===== config.mk =====
export PLATFORM = sky130hd
export DESIGN_NAME = ps2_rx
export DESIGN_NICKNAME = d
export VERILOG_FILES = /design/src/rtl/ps2_pkg.sv /design/src/rtl/ps2_filter.sv /design/src/rtl/ps2_rx.sv
export SDC_FILE = /design/constraint.sdc
export NUM_CORES = 1
export LEC_CHECK = 0
export ABC_CLOCK_PERIOD_IN_PS = 6000
export CAP_MARGIN = 40
export CELL_PAD_IN_SITES_DETAIL_PLACEMENT = 1
export CELL_PAD_IN_SITES_GLOBAL_PLACEMENT = 2
export CORE_ASPECT_RATIO = 1.25
export CORE_UTILIZATION = 41
export CTS_CLUSTER_SIZE = 8
export DETAILED_ROUTE_END_ITERATION = 7
export GPL_ROUTABILITY_DRIVEN = 0
export GPL_TIMING_DRIVEN = 0
export MAX_ROUTING_LAYER = met4
export PLACE_DENSITY_LB_ADDON = 0.08
export SYNTH_ARGS = -nofsm -noshare
export SYNTH_HDL_FRONTEND = slang
export SYNTH_SLANG_ARGS = --single-unit

===== constraint.sdc =====
create_clock -name clk -period 6 [get_ports clk]
set_input_delay 1.8 -clock clk [delete_from_list [all_inputs] [get_ports clk]]
set_output_delay 1.8 -clock clk [all_outputs]
set_load 0.005 [all_outputs]

===== src/rtl/ps2_pkg.sv =====
// ps2_pkg: definitions shared by the PS/2 receive path and the downstream
// key-pattern writer.
//   ps2_state_e   : receiver frame states (IDLE, DATA, PARITY, STOP)
//   PS2_BREAK     : break-code prefix byte (8'hF0)
//   PS2_EXTENDED  : extended-code prefix byte (8'hE0)
//   odd_parity_ok : 1 when data plus parity bit carry odd parity
package ps2_pkg;

  typedef enum logic [1:0] {
    IDLE,
    DATA,
    PARITY,
    STOP
  } ps2_state_e;

  localparam logic [7:0] PS2_BREAK    = 8'hF0;
  localparam logic [7:0] PS2_EXTENDED = 8'hE0;

  // PS/2 frames carry odd parity over the 8 data bits and the parity bit.
  function automatic logic odd_parity_ok(input logic [7:0] data, input logic par);
    return ^{data, par};
  endfunction

endpackage


===== src/rtl/ps2_filter.sv =====
// ps2_filter: conditions the raw PS/2 clock pin.
//   Two-flop synchronizer, then a glitch filter that only changes its output
//   after FILTER_LEN consecutive synchronized samples disagree with it, then
//   a falling-edge detector on the filtered value.
// Ports:
//   clk  : system clock
//   rst  : asynchronous active-high reset (filtered value resets to 1)
//   pin  : raw asynchronous PS/2 clock pin
//   fall : one-cycle pulse when the filtered clock goes 1 -> 0
module ps2_filter #(
  parameter int unsigned FILTER_LEN = 8
) (
  input  logic clk,
  input  logic rst,
  input  logic pin,
  output logic fall
);

  localparam int unsigned CW = $clog2(FILTER_LEN + 1);

  logic          sync1;
  logic          sync2;
  logic          filt;
  logic          filt_d;
  logic [CW-1:0] cnt;

  always_ff @(posedge clk or posedge rst) begin
    if (rst) begin
      sync1  <= 1'b1;
      sync2  <= 1'b1;
      filt   <= 1'b1;
      filt_d <= 1'b1;
      cnt    <= '0;
    end else begin
      sync1  <= pin;
      sync2  <= sync1;
      filt_d <= filt;
      if (sync2 != filt) begin
        // The flip happens on the edge where the count would reach
        // FILTER_LEN, so pin-to-fall latency is FILTER_LEN+2 cycles.
        if (cnt == CW'(FILTER_LEN - 1)) begin
          filt <= ~filt;
          cnt  <= '0;
        end else begin
          cnt <= cnt + 1'b1;
        end
      end else begin
        cnt <= '0;
      end
    end
  end

  assign fall = filt_d & ~filt;

endmodule


===== src/rtl/ps2_rx.sv =====
// ps2_rx: PS/2 device-to-host frame receiver.
//   Frames 11-bit packets (start, 8 data LSB-first, parity, stop) from the
//   raw PS/2 lines and delivers each scan byte unfiltered (make, break F0,
//   extended E0 alike).
// Parameters:
//   FILTER_LEN     : stable samples needed before the filtered clock changes
//   TIMEOUT_CYCLES : idle limit in clk cycles for an incomplete frame (>= 2)
// Ports:
//   clk       : system clock
//   rst       : asynchronous active-high reset
//   ps2_clk   : raw PS/2 clock pin (asynchronous)
//   ps2_data  : raw PS/2 data pin (asynchronous)
//   key       : last good scan byte, held between frames
//   key_valid : one-cycle pulse when key is updated
//   frame_err : one-cycle pulse when a frame is dropped
//   busy      : high while a frame is in progress
// Build option:
//   PS2_RX_PARITY_CHECK_EN : when defined a parity mismatch drops the frame;
//                            otherwise only the stop bit decides validity.
module ps2_rx
  import ps2_pkg::*;
#(
  parameter int unsigned FILTER_LEN     = 8,
  parameter int unsigned TIMEOUT_CYCLES = 200000
) (
  input  logic       clk,
  input  logic       rst,
  input  logic       ps2_clk,
  input  logic       ps2_data,
  output logic [7:0] key,
  output logic       key_valid,
  output logic       frame_err,
  output logic       busy
);

  localparam int unsigned TW = $clog2(TIMEOUT_CYCLES);

  logic          fall;
  logic          data_s1;
  logic          data_s2;
  ps2_state_e    state;
  logic [2:0]    bit_cnt;
  logic [7:0]    shreg;
  logic [TW-1:0] tcnt;
  logic          timeout_hit;
  logic          frame_ok;

  ps2_filter #(
    .FILTER_LEN(FILTER_LEN)
  ) u_clk_filter (
    .clk (clk),
    .rst (rst),
    .pin (ps2_clk),
    .fall(fall)
  );

  // Data line: synchronizer only, sampled on the filtered clock's fall.
  always_ff @(posedge clk or posedge rst) begin
    if (rst) begin
      data_s1 <= 1'b1;
      data_s2 <= 1'b1;
    end else begin
      data_s1 <= ps2_data;
      data_s2 <= data_s1;
    end
  end

  // Fires on the edge where the idle count would reach TIMEOUT_CYCLES-1,
  // i.e. exactly TIMEOUT_CYCLES cycles after the last fall pulse.
  assign timeout_hit = (tcnt == TW'(TIMEOUT_CYCLES - 2));

`ifdef PS2_RX_PARITY_CHECK_EN
  logic par_bit;

  always_ff @(posedge clk or posedge rst) begin
    if (rst) begin
      par_bit <= 1'b0;
    end else if (fall && state == PARITY) begin
      par_bit <= data_s2;
    end
  end

  assign frame_ok = data_s2 & odd_parity_ok(shreg, par_bit);
`else
  assign frame_ok = data_s2;
`endif

  always_ff @(posedge clk or posedge rst) begin
    if (rst) begin
      state     <= IDLE;
      bit_cnt   <= '0;
      shreg     <= '0;
      tcnt      <= '0;
      key       <= '0;
      key_valid <= 1'b0;
      frame_err <= 1'b0;
    end else begin
      key_valid <= 1'b0;
      frame_err <= 1'b0;

      if (state == IDLE || fall) begin
        tcnt <= '0;
      end else begin
        tcnt <= tcnt + 1'b1;
      end

      if (fall) begin
        case (state)
          IDLE: begin
            if (!data_s2) begin
              state   <= DATA;
              bit_cnt <= '0;
            end
          end
          DATA: begin
            shreg   <= {data_s2, shreg[7:1]};
            bit_cnt <= bit_cnt + 3'd1;
            if (bit_cnt == 3'd7) begin
              state <= PARITY;
            end
          end
          PARITY: begin
            state <= STOP;
          end
          STOP: begin
            if (frame_ok) begin
              key       <= shreg;
              key_valid <= 1'b1;
            end else begin
              frame_err <= 1'b1;
            end
            state <= IDLE;
          end
          default: state <= IDLE;
        endcase
      end else if (state != IDLE && timeout_hit) begin
        state     <= IDLE;
        bit_cnt   <= '0;
        shreg     <= '0;
        frame_err <= 1'b1;
      end
    end
  end

  assign busy = (state != IDLE);

endmodule


==> metrics.csv, run 1 <==
metric,value,unit
run_status,"complete, no violations",
slew_headroom,0.674,
via_per_inst,5.34,
num_vias,1598,
fin_skew,0.00780,ns
synthCells,214,
rsz0062_at_grt,no,
initial_core_util,0.437,
pwr_density_cell,318,nW/um^2
max_freq,0.292,GHz
grt_max_degree,39,
port_buffers,14,
drive_gt1_frac,0.139,
cp_common_cell,inv_1,
antennaDiodeCount,0,
crit_fanout,7,
core,5190,um^2
synth-xor-area-share,0.0424,
crit_arrival,1.62,ns
grt_first_pass_wirelength,8370,um
synth_fp_nets,227,
cts_hold_buf,0,
path_clk_slew,0.09,ns
slowest_stage,clkdlybuf4s50_1,
grt_pass1_vias,1820,
cts_tree,yes,
hpwl,3370,um
dieWidth,68.6,um
worst_setup_path_end_kind,primary output,
cts_buffer_depth,2,
tightestPinTransition,0.484,ns
hold_viol,0,
crit_path_start_kind,register,
grt_use_met2,0.342,
hold_class,register to register,
ys_ff_latch,51,
worstPathRequired,4.20,ns
ant_nets,0,
drt_iter0_drc,75,
setup_viol,0,
synthAdderAreaFrac,0.0496,
multiInputGateArea,935,um^2
async_flop_share,1.00,
synth-simple-area-share,0.199,
clockRootBuffer,clkbuf_8,
ir_worst_vdd,0.139,mV
synth_top_family_by_area,simple AND/OR/NAND/NOR gates,
use_met3,0.0444,
ys.flop_type,dfrtp_1,
synth_cell_types,38,
seq_area,1280,um^2
nNetsFinal,249,
ios,15,
clock_sinks,51,
synth-compound-area-share,0.0717,
busiest_layer,met2,
dr.pass1.iters,4,
ys_seq_area_frac,0.566,
cts-resized-gates,0,
cts_htree_levels,2,
hold_depth,0,
slew_viol_final,0,
cts_setup_buffers,0,
area_growth,15.7,%
die-area,5840,um^2
clkLatencyLatePin,0.30,ns
post_synth.cell_area_avg,10.6,um^2
track_usage,0.197,
muxShareOfSynthArea,0.0491,
row_count,29,
ff2ff_path_depth,7,
slowest_delay,0.49,ns
overflow,0,
n_fill_cell,586,
synth_edf_count,0,
cts_made_buffers,5,
fin_crit_sh,0.571,
wl_per_cell,15.5,um
setup-tns-final,0,ns
drc,0,
cap_violations,0,
antenna_found_initial,0,
wl,4640,um
place_area,2510,um^2
use_met1,0.224,
final_cell_area,2630,um^2
die_h,85.2,um
path_cells,inv_1 > ha_1 > inv_1 > clkdlybuf4s50_1,
ys_warn_count,0,
synth_area,2270,um^2
fin_crit,3.42,ns
power.leakage,1.16,nW
critPathKind,register to primary output,
## flip-flops by register name, summed over array words and instances (netlist names)
register	flops
tcnt	18
key	8
shreg	8
u_clk_filter.cnt	4
bit_cnt	3
state	2
data_s1	1
data_s2	1
frame_err	1
key_valid	1
u_clk_filter.filt	1
u_clk_filter.filt_d	1
u_clk_filter.sync1	1
u_clk_filter.sync2	1
## cell usage after synthesis (3+ instances only)
cell type   n  area (um^2)
a21oi_1     7         35.0
and3_1      3         18.8
dfrtp_1    45         1130
dfstp_2     6          158
ha_1        9          113
inv_1       8         30.0
mux2_2      9          101
nand2_1    35          131
nand3_1     8         40.0
nand4_1     4         25.0
nor2_1     17         63.8
nor3_1      5         25.0
o21ai_0    14         70.1
or3_1       5         31.3
xnor2_1     8         70.1
xor2_1      3         26.3
## cells in the final DEF (no fill, tap or decap), drive strengths merged, types with 3 or more instances in the layout
cell,count
dfrtp,45
nand2,35
nor2,17
o21ai,14
clkdlybuf4s50,14
mux2,9
ha,9
nand3,9
xnor2,8
inv,8
clkbuf,8
a21oi,7
dfstp,6
nor3,5
or3,5
nand4,5
buf,4
and3,3
xor2,3
## critical path: cells and delay by family, from the launching register on
kind | cells | cell delay [ns]
adders and majority gates | 1 | 0.27
buffers and inverters | 3 | 0.64
DFF | 1 | 0.40
## worst paths after layout
check                              startpoint                  to  slack (ns)
max                                  state[0]                busy        2.58
min                        u_clk_filter.sync1  u_clk_filter.sync2        0.37
max reg2reg                          state[0]          bit_cnt[2]        3.67
min reg2reg                u_clk_filter.sync1  u_clk_filter.sync2        0.37
max in group asynchronous                 rst             data_s1        3.66
min in group asynchronous                 rst            state[1]        1.78
## cell type report
| cell class | count | area share |
|---|---|---|
| sequential | 51 | 0.489 |
| multi-input combinational | 150 | 0.356 |
| timing repair buffer | 15 | 0.0610 |
| clock buffer | 6 | 0.0315 |
| tap | 62 | 0.0296 |
| clock inverter | 2 | 0.0133 |
| inverter | 8 | 0.0114 |
| buffer | 5 | 0.00810 |
## through the flow
step | hold slack [ns] | setup WS (ns) | instances | util | power [mW]
2_1_floorplan | 0.345 | 2.98 | 214 | - | 0.533
3_3_place_gp | 0.346 | 2.08 | 290 | 0.479 | 0.575
3_5_place_dp | 0.352 | 2.88 | 291 | 0.483 | 0.598
4_1_cts | 0.369 | 2.54 | 299 | 0.506 | 0.846
5_1_grt | 0.373 | 2.46 | 299 | 0.506 | 0.885
6_report | 0.371 | 2.58 | 299 | 0.506 | 0.836
## layer usage
metal | part of all wire | vias to the layer above | wire length [um]
li1 | - | 778 | -
met1 | 0.45 | 800 | 2080
met2 | 0.52 | 16 | 2410
met3 | 0.024 | 4 | 110
met4 | 0.0091 | 0 | 42
met5 | 0 | - | 0
## power by group
group	switching, mW	leakage (nW)	internal [mW]
sequential	0.0298	0.684	0.382
clock	0.115	0.0612	0.135
combinational	0.109	0.411	0.0647
total	0.254	1.16	0.582
## cell families (layout without fill, tap and decap cells)
group / count (synthesis) / after routing
xor gates and xnor gates: 11 / 11
DFF: 51 / 51
and+or+nand+nor: 91 / 91
muxes: 10 / 10
buffers and inverters: 13 / 36
AOI/OAI and AO/OA: 29 / 29
adders and majority gates: 9 / 9
Power figures use the tool's default switching activity.
==> run 2: changes to the inputs <==
Settings changed: ABC_CLOCK_PERIOD_IN_PS 6000 to 3300, CORE_UTILIZATION 41 to 38.
Clock period 6 ns to 3.3 ns, I/O delays scaled along.
==> metrics.csv, run 2 (synthesized netlist as in run 1, its figures left out) <==
metric,value,unit
run_status,"complete, no violations",
path_clk_slew,0.09,ns
max_freq,0.378,GHz
slew_viol_final,0,
n_fill_cell,648,
ir_worst_vdd,0.224,mV
drt_iter0_drc,49,
ant_nets,0,
clockRootBuffer,clkbuf_8,
cts_tree,yes,
numPlacedInstances,295,
fin_skew,0.00925,ns
crit_buf_inv,3,
fin_crit_sh,0.801,
ios,15,
clkLatencyLatePin,0.30,ns
cts_setup_buffers,0,
clock_sinks,51,
fin_crit,2.64,ns
grt_max_degree,38,
cts_buffer_depth,2,
cp_top_family,buffers and inverters,
slowest_stage,clkdlybuf4s50_1,
worst_setup_path_end_kind,primary output,
num_vias,1592,
dieWidth,71.1,um
wl,4500,um
cap_violations,0,
multiInputGateArea,935,um^2
via_per_inst,5.25,
die_h,88.4,um
core,5780,um^2
hold_class,register to register,
pwr_density_cell,564,nW/um^2
reg_top3,"tcnt: 18 flops, key: 8 flops, shreg: 8 flops",
overflow,0,
tightestPinTransition,0.486,ns
nNetsFinal,249,
critPathKind,register to primary output,
cts_made_buffers,5,
wl_per_cell,14.8,um
grt_first_pass_wirelength,7830,um
drive_gt1_frac,0.131,
drc,0,
crit_arrival,1.65,ns
die-area,6290,um^2
whs,0.363,ns
crit_path_start_kind,register,
finalPower,1.48,mW
slowest_delay,0.49,ns
largest_reg_flops,18,
power.leakage,1.15,nW
setup-tns-final,0,ns
seq_area,1280,um^2
regMostFlops,tcnt,
cts_htree_levels,2,
cp_common_cell,inv_1,
worstPathRequired,2.31,ns
layout_commonest_cell,dfrtp_1,
area_growth,15.4,%
final_cells,303,
track_usage,0.168,
final_cell_mix,"45 x dfrtp_1, 35 x nand2_1, 17 x nor2_1",
setup_viol,0,
grt_pass1_vias,1668,
hpwl,3400,um
row_count,31,
hold_viol,0,
path_cells,inv_1 > ha_1 > inv_1 > clkdlybuf4s50_1,
dr.pass1.iters,6,
antennaDiodeCount,0,
cts_hold_buf,0,
port_buffers,14,
crit_fanout,7,
cts-resized-gates,0,
initial_core_util,0.393,
slew_headroom,0.675,
antenna_found_initial,0,
rsz0062_at_grt,no,
==> run 2: cell types whose count changed in the layout (fill, tap and decap cells not counted), sizes merged <==
cell / change
clkbuf: +1
clkinv: -1
==> run 2: worst register-to-register path, stage by stage, from the launching register on <==
cell     delay, ns
dfrtp_1       0.41
inv_1         0.09
ha_1          0.29
or2_2         0.32
buf_2         0.19
nor4_2        0.48
buf_2         0.30
o21ai_0       0.14
==> run 2: final cells by class <==
| type | count | share of cell area |
|---|---|---|
| inverters | 8 | 0.0115 |
| clock buffers | 7 | 0.0291 |
| plain buffers | 5 | 0.00812 |
| flip-flops and latches | 51 | 0.490 |
| repair buffers | 15 | 0.0612 |
| clock inverters | 1 | 0.0115 |
| well taps | 66 | 0.0315 |
| multi-input cells | 150 | 0.357 |
==> run 2: stage by stage <==
stage / area (um^2) / utilization / setup WS [ns]
6_report: 2620 / 0.453 / 0.657
5_1_grt: 2620 / 0.453 / 0.521
4_1_cts: 2620 / 0.453 / 0.623
3_5_place_dp: 2510 / 0.435 / 0.929
3_3_place_gp: 2490 / 0.431 / 0.208
2_1_floorplan: 2270 / - / 1.09
==> run 2: worst paths after layout <==
path / to / slack, ns / cells after the start / from
max: busy / 0.66 / 4 / state[0]
min: data_s2 / 0.36 / 0 / data_s1
max reg2reg: shreg[6] / 0.97 / 7 / state[0]
min reg2reg: data_s2 / 0.36 / 0 / data_s1
max in group asynchronous: data_s1 / 1.77 / 3 / rst
min in group asynchronous: u_clk_filter.cnt[1] / 0.98 / 2 / rst
==> run 2: metal layers <==
| metal | GRT usage | vias to the layer above | routed length [um] |
|---|---|---|---|
| met5 | - | - | 0 |
| met4 | 0.0600 | 0 | 52 |
| met3 | 0.0342 | 6 | 89 |
| met2 | 0.310 | 14 | 2490 |
| met1 | 0.179 | 803 | 1860 |
| li1 | - | 769 | - |
==> run 2: report_power, final <==
group	switching (mW)	leakage [nW]	internal (mW)
Clock	0.192	0.0524	0.227
Combinational	0.193	0.411	0.117
Sequential	0.0534	0.684	0.695
